## config.mk

```make
export PLATFORM = sky130hd
export DESIGN_NAME = collision_multi
export DESIGN_NICKNAME = d
export VERILOG_FILES = /design/src/rtl/collision_pkg.sv /design/src/rtl/collision_lane.sv /design/src/rtl/collision_multi.sv
export SDC_FILE = /design/constraint.sdc
export NUM_CORES = 1
export LEC_CHECK = 0
export BUFFER_PORTS_ARGS = -buffer_cell sky130_fd_sc_hd__buf_2
export CAP_MARGIN = 0
export CORE_ASPECT_RATIO = 0.75
export CORE_UTILIZATION = 54
export DETAILED_ROUTE_END_ITERATION = 16
export PLACE_DENSITY = 0.84
export SETUP_SLACK_MARGIN = 0.05
export SLEW_MARGIN = 40
export SYNTH_ARGS = -nofsm -noshare
export SYNTH_HDL_FRONTEND = slang
export SYNTH_HIERARCHICAL = 1
export SYNTH_SLANG_ARGS = --single-unit
```

## constraint.sdc

```tcl
create_clock -name clk -period 6.65 [get_ports clk]
set_clock_uncertainty 0.15 [all_clocks]
set_input_delay 0.665 -clock clk [delete_from_list [all_inputs] [get_ports clk]]
set_output_delay 0.665 -clock clk [all_outputs]
set_load 0.01 [all_outputs]
```

## src/rtl/collision_pkg.sv

```systemverilog
// collision_pkg: shared state encoding and counter widths for the multi-lane collision game.
package collision_pkg;
    typedef enum logic [1:0] {
        IDLE  = 2'd0,
        PLAY  = 2'd1,
        GRACE = 2'd2,
        OVER  = 2'd3
    } state_t;
    localparam int GRACE_W = 4;
    localparam int LIVES_W = 3;
endpackage

```

## src/rtl/collision_lane.sv

```systemverilog
// collision_lane: combinational hit / cleared flags for one pipe lane against the bird column.
module collision_lane #(
    parameter int ROWS = 16
) (
    input  logic [ROWS-1:0] bird,
    input  logic [ROWS-1:0] lane,
    input  logic            valid,
    output logic            hit,
    output logic            cleared
);
    logic [ROWS-1:0] overlap;
    assign overlap = bird & lane;
    assign hit     = valid & |overlap;
    // an empty lane is present but scores nothing
    assign cleared = valid & |lane & ~|overlap;
endmodule

```

## src/rtl/collision_multi.sv

```systemverilog
// collision_multi: game FSM with lives, grace period, saturating score and high score over several pipe lanes.
module collision_multi
    import collision_pkg::*;
#(
    parameter int ROWS        = 16,
    parameter int LANES       = 2,
    parameter int SCORE_W     = 10,
    parameter int LIVES       = 3,
    parameter int GRACE_TICKS = 4
) (
    input  logic                  clk,
    input  logic                  reset,
    input  logic                  start,
    input  logic                  clkP,
    input  logic [ROWS-1:0]       bird,
    input  logic [LANES*ROWS-1:0] pipe,
    input  logic [LANES-1:0]      pipe_valid,
    output logic [SCORE_W-1:0]    score,
    output logic [SCORE_W-1:0]    high_score,
    output logic [2:0]            lives_left,
    output logic [1:0]            state,
    output logic                  gameover,
    output logic                  hit_pulse
);
    logic [LANES-1:0]   lane_hit, lane_clr;
    state_t             state_q, state_d;
    logic [SCORE_W-1:0] score_q, score_d, high_q, high_d, score_inc;
    logic [LIVES_W-1:0] lives_q, lives_d;
    logic [GRACE_W-1:0] grace_q, grace_d;
    logic               hit_q, hit_d, hit_now;
    logic [SCORE_W:0]   clr_sum, score_sum;

    genvar k;
    generate
        for (k = 0; k < LANES; k++) begin : g_lane
            collision_lane #(.ROWS(ROWS)) u_lane (
                .bird   (bird),
                .lane   (pipe[k*ROWS +: ROWS]),
                .valid  (pipe_valid[k]),
                .hit    (lane_hit[k]),
                .cleared(lane_clr[k])
            );
        end
    endgenerate

    // floor contact counts every clk; lane contact only on a pipe-advance strobe
    always_comb begin
        clr_sum = '0;
        for (int i = 0; i < LANES; i++) clr_sum = clr_sum + {{SCORE_W{1'b0}}, lane_clr[i]};
        score_sum = {1'b0, score_q} + clr_sum;
        score_inc = score_sum[SCORE_W] ? '1 : score_sum[SCORE_W-1:0];
        hit_now   = ~|bird | bird[0] | (clkP & |lane_hit);
    end

    always_comb begin
        state_d = state_q;
        score_d = score_q;
        high_d  = high_q;
        lives_d = lives_q;
        grace_d = grace_q;
        hit_d   = 1'b0;
        case (state_q)
            IDLE, OVER: if (start) begin
                state_d = PLAY;
                score_d = '0;
                lives_d = LIVES_W'(LIVES);
                grace_d = '0;
            end
            PLAY: if (hit_now) begin
                hit_d   = 1'b1;
                lives_d = lives_q - LIVES_W'(1);
                if (lives_q == LIVES_W'(1)) begin
                    state_d = OVER;
                    high_d  = score_q > high_q ? score_q : high_q;
                end else begin
                    state_d = GRACE;
                    grace_d = GRACE_W'(GRACE_TICKS);
                end
            end else if (clkP) score_d = score_inc;
            GRACE: if (clkP) begin
                score_d = score_inc;
                grace_d = grace_q - GRACE_W'(1);
                if (grace_q == GRACE_W'(1)) state_d = PLAY;
            end
            default: ;
        endcase
    end

    always_ff @(posedge clk) begin
        if (reset) begin
            state_q <= IDLE;
            score_q <= '0;
            high_q  <= '0;
            lives_q <= LIVES_W'(LIVES);
            grace_q <= '0;
            hit_q   <= 1'b0;
        end else begin
            state_q <= state_d;
            score_q <= score_d;
            high_q  <= high_d;
            lives_q <= lives_d;
            grace_q <= grace_d;
            hit_q   <= hit_d;
        end
    end

    assign score      = score_q;
    assign high_score = high_q;
    assign lives_left = lives_q;
    assign state      = state_q;
    assign gameover   = state_q == OVER;
    assign hit_pulse  = hit_q;
endmodule

```

Yosys cells after proc, flatten, opt, wreduce, memory -nomap -nowiden
Cells that the tools add are included.
- register bits: 30
- latch bits: 0
- memory bits (writable): 0
- memory bits (read-only): 0
- input port bits: 54
- logic and storage cells: 72
- memories: 0
- add/subtract/negate cells: 4
- multiply operators: 0
- div/mod/pow operators: 0
- $lt $le $gt $ge: 1
- equality and inequality tests: 11
- shifts and indexed selects: 0
- multiplexer cells: 20
- bitwise gates (word level): 12
- reductions and logical operators: 18
- operators with widths (cell ; count):
    OR reduction 16 bit ; 5
    2-to-1 mux 10 bit ; 4
    AND 16 bit ; 2
    case mux 10 bit (3 select lines) ; 1
    2-to-1 mux 4 bit ; 4
    inequality test 2 bit (second input constant) ; 6
    case mux 4 bit (3 select lines) ; 1
    AND reduction 4 bit ; 3
    adder 10 x 2 -> 11 bit ; 1
    > comparator 10 bit ; 1
    2-to-1 mux 2 bit ; 4
    AND 1 bit ; 7
    2-to-1 mux 3 bit ; 2
    case mux 2 bit (3 select lines) ; 1
    case mux 3 bit (2 select lines) ; 1
    OR reduction 2 bit ; 3
    equality test 2 bit (second input constant) ; 2
    equality test 4 x 1 -> 1 bit (second input constant) ; 1
    subtractor 4 x 1 -> 4 bit (second input constant) ; 1
    equality test 3 x 1 -> 1 bit (second input constant) ; 1
    logical NOT 1 bit ; 3
    AND reduction 3 bit ; 1
    subtractor 3 x 1 -> 3 bit (second input constant) ; 1
    adder 1 x 1 -> 2 bit ; 1
    7 further kinds ; 9

Longest topological paths before layout
- word-level depth: 10
- depth in mapped cells: 14

Modules after synthesis
Netlist, hierarchy kept.
- modules (own cells, without submodules) (module ; times used ; cells an instance ; area each (um^2)):
    collision_multi ; 1 ; 249 ; 2029.4
    collision_lane ; 2 ; 16 ; 147.6

Worst setup path after synthesis
OpenSTA, ideal clock, no wires.
- path type: input-to-reg
- from: input port bird[4]
- to: register score_q[2] (netlist: score[2])
- library setup time: 0.086 ns
- data arrival time: 3.125 ns
- required time: 6.414 ns
- slack: 3.290 ns
- cell stages on the path: 13
- buffers on the path: 1
- cells stage by stage: a22o_1 > a221oi_2 > and4_1 > and3_1 > inv_1 > fa_1 > inv_1 > ha_1 > nand3_1 > or3_1 > clkbuf_1 > a31o_2 > a211oi_1
- cells in the longest elaborated chain, start to end: 10
- elaborated cells on any way between the ends: 24
- classes of those cells: 2 x add/sub; 1 x eq/ne; 4 x mux; 9 x bitwise; 8 x reduce/logical
- ends and longest elaborated chain (item ; RTL line ; RTL):
    start: declaration ; collision_multi.sv:15 ; input logic [ROWS-1:0] bird,
    AND 16 bit * ; collision_lane.sv:12 ; assign overlap = bird & lane;
    OR reduction 16 bit * ; collision_lane.sv:15 ; assign cleared = valid & |lane & ~|overlap;
    logical NOT 1 bit * ; collision_lane.sv:15 ;
    AND 1 bit * ; collision_lane.sv:15 ;
    via lane_clr[0] ; collision_multi.sv:25 ; logic [LANES-1:0] lane_hit, lane_clr;
    adder 1 x 1 -> 2 bit * ; collision_multi.sv:49 ; for (int i = 0; i < LANES; i++) clr_sum = clr_sum + {{SCORE_W{1'b0}}, lane_clr[i]};
    adder 10 x 2 -> 11 bit * ; collision_multi.sv:50 ; score_sum = {1'b0, score_q} + clr_sum;
    2-to-1 mux 10 bit * ; collision_multi.sv:51 ; score_inc = score_sum[SCORE_W] ? '1 : score_sum[SCORE_W-1:0];
    2-to-1 mux 10 bit * ; collision_multi.sv:79, collision_multi.sv:80 ;
    2-to-1 mux 10 bit ; collision_multi.sv:69 ; PLAY: if (hit_now) begin
    case mux 10 bit (3 select lines) * ; collision_multi.sv:62 ; case (state_q)
    end signal: assignment ; collision_multi.sv:99 ; score_q <= score_d;
    end: declaration ; collision_multi.sv:27 ; logic [SCORE_W-1:0] score_q, score_d, high_q, high_d, score_inc;
Mark *: on every way through the listed nets, which the timed path passes. The rest lies on a longest branch. The select of a mux whose other input is x is not followed.
A chain may end at the register's enable or synchronous reset.

Worst setup path after layout
- from: input port bird[2]
- to: register score_q[2] (netlist: score[2])
The elaborated chain is that of the path after synthesis.

==> metrics.yaml <==
run_status:
  outcome: "finished, final reports clean"
floorplanning:
  coreArea_um2: 4080
  die_area_um2: 4570
  pin_count: 81
  dieHeight_um: 58.8
  rows: 20
  die_w_um: 77.8
  start_util: 0.570
cts:
  h-tree-depth: 2
  cts_root_buf: "clkbuf_8"
  worstSkewPairLatency_ns: 0.28
  cts_tree: "yes"
  hold_buffers: 0
  numCtsBuffers: 5
  clock_path_buffers: 2
  cts_setup_buffers: 0
  cts_resized: 0
  cts.sinks: 30
  clk_pin_slew_ns: 0.06
global_routing:
  antenna_found_initial: 0
  grt_max_degree: 24
  grt_pass1_vias: 2290
  grt_use_total: 0.295
  overflow: 0
  grt_pass1_wl_mm: 10.5
timing:
  drv_slew: 0
  layout_setup_ws_ns: 3.21
  rsz0062_at_grt: "false"
  tightest_slew_ns: 0.764
  min_period_over_period: 0.517
  finalSetupTns_ns: 0
  whs_ns: 0.323
  setup_violations: 0
  fmax_mhz: 291
  fin_crit_ns: 3.44
  hold_viol: 0
  slew_headroom: 0.488
yosys:
  synth-main-ff-cell: "dfxtp_1"
  syn_nets: 354
  synth-compound-area-share: 0.271
  ys_seq_area_frac: 0.258
  synthArstFlopShare: 0
  ys_warn_count: 6
  synthAdderAreaFrac: 0.105
  synth.distinct_cells: 47
  synth_top_family_by_area: "compound AO/OA/AOI/OAI gates"
  synth_edf_count: 0
  yosys.area_share.simple: 0.258
  synth_area_um2: 2320
  synth_xor_area_frac: 0.00377
  synthCells: 281
  syn_avg_cell_area_um2: 8.27
  yosys-mux-area-fraction: 0.0474
  ys_ff_latch: 30
cells_and_area:
  synthToLayoutAreaGrowth_pct: 23.4
  nNetsFinal: 431
  drive_above_1_share: 0.302
  instances_no_fill: 413
  mostFrequentLayoutCells: "80 x buf_2, 31 x nand2_1, 30 x dfxtp_1"
  diodes: 0
  final_common_cell: "buf_2"
power_and_ir_drop:
  p_sw_frac: 0.365
  clkPwrFrac: 0.304
  power_frac_comb: 0.373
  pwr-share-seq: 0.323
  ir_worst_vdd_v: 0.000164
  switching_power_uw: 228
  power_density_nw_per_um2: 218
  power.leakage_uw: 0.00130
  p_int_uw: 397
route:
  vias: 2484
  drc: 0
  wl_per_cell_um: 15.5
  vias_per_cell: 6.01
  ant_nets: 0
  drtIter0Drc: 164
  wl_mm: 6.42
  dr.pass1.iters: 5
critical_path:
  cp-end-kind: "register"
  r2r_cells: 8
  worstSetupPathType: "input port to register"
  worstPathMaxFanout: 7
  crit_path_max_incr_delay_ns: 0.51
  cp_slowest_cell: "or3_1"
  crit_arrival_ns: 3.48
  required_ns: 6.69
  crit_family: "simple AND/OR/NAND/NOR gates"
  worstSetupStartpointType: "input port"
  path_buf_inv: 3
  cp_common_cell: "inv_1"
  cp.depth: 13
  crit_chain: "buf_2 -> a22o_1 -> a221oi_2 -> and4_1 -> and3_1 -> inv_1 -> fa_1 -> inv_1 -> ha_1 -> nand3_1 -> or3_1 -> a31o_2 -> a211oi_1"
placed_design:
  gp_congestion: 0.976
  detailed_place_hpwl_mm: 5.00
  dp_slack_ns: 2.97
  port_buffers: 80
  placedCellCount: 406
worst_hold_path:
  hold_depth: 2
  hold_class: "register to register"
job:
  max_cap_viol_count: 0
-- logic make-up (layout without fill, tap and decap cells) --
group / after synthesis / in the layout
AOI/OAI and AO/OA: 83 / 83
xor gates and xnor gates: 1 / 1
adders and majority gates: 19 / 19
buffers and inverters: 34 / 111
DFF: 30 / 30
muxes: 11 / 11
and+or+nand+nor: 103 / 103
-- power by group through the flow --
stage	Clock [µW]	Combinational (µW)	Sequential [µW]
2_1_floorplan	0	155	208
3_3_place_gp	0	222	206
3_5_place_dp	0	227	206
4_1_cts	191	229	202
5_1_grt	200	255	204
6_report	190	233	202
-- worst reg2reg max path, cell delays in order, from the launching register on --
cell,delay [ns]
dfxtp_1,0.40
inv_1,0.13
fa_1,0.45
inv_1,0.07
ha_1,0.19
nand3_1,0.13
or3_1,0.51
a31o_2,0.29
a211oi_1,0.23
-- metal layers --
metal / track usage / share of wire / vias up
li1: - / - / 1210
met1: 0.399 / 0.46 / 1138
met2: 0.460 / 0.44 / 127
met3: 0.0791 / 0.090 / 9
met4: 0.0943 / 0.011 / 0
met5: 0 / 0 / -
-- state kept, by name, indices dropped and copies added, names as in the netlist --
signal and flops:
score 10, high_score 10, state 2, hit_pulse 1, grace_q 4, lives_left 3
-- metrics by stage --
stage	total power, µW	utilization	cell area [µm²]
2_1_floorplan	363	-	2320
3_3_place_gp	428	0.675	2760
3_5_place_dp	433	0.675	2760
4_1_cts	623	0.703	2870
5_1_grt	658	0.703	2870
6_report	626	0.703	2870
-- final timing paths --
check	startpoint	to	slack (ns)
setup / recovery	bird[2]	score[2]$_SDFFE_PP0P_	3.21
hold / removal	high_score[2]$_SDFFE_PP0P_	high_score[2]$_SDFFE_PP0P_	0.32
setup reg to reg	score[0]$_SDFFE_PP0P_	score[2]$_SDFFE_PP0P_	4.00
hold reg to reg	high_score[2]$_SDFFE_PP0P_	high_score[2]$_SDFFE_PP0P_	0.32
-- synthesized netlist by cell type (all sizes together) (9+ instances only) --
library cell  instances  area (µm²)
dfxtp                30         601
inv                  24        90.1
nor4                 13         126
ha                   18         225
nand2                31         116
nor2                 11        41.3
mux2i                11         110
a22o                  9        78.8
nand3                12        60.1
clkbuf                9        33.8
a21oi                27         143
-- cell type report --
cell class / instances / area (µm²)
Multi-Input combinational cell: 217 / 1600
Inverter: 24 / 90.1
Clock buffer: 6 / 82.6
Tap cell: 55 / 68.8
Clock inverter: 1 / 30.0
Fill cell: 341 / 1210
Timing Repair Buffer: 80 / 400
Sequential cell: 30 / 601
No activity file was read; power rests on OpenSTA's default activity.
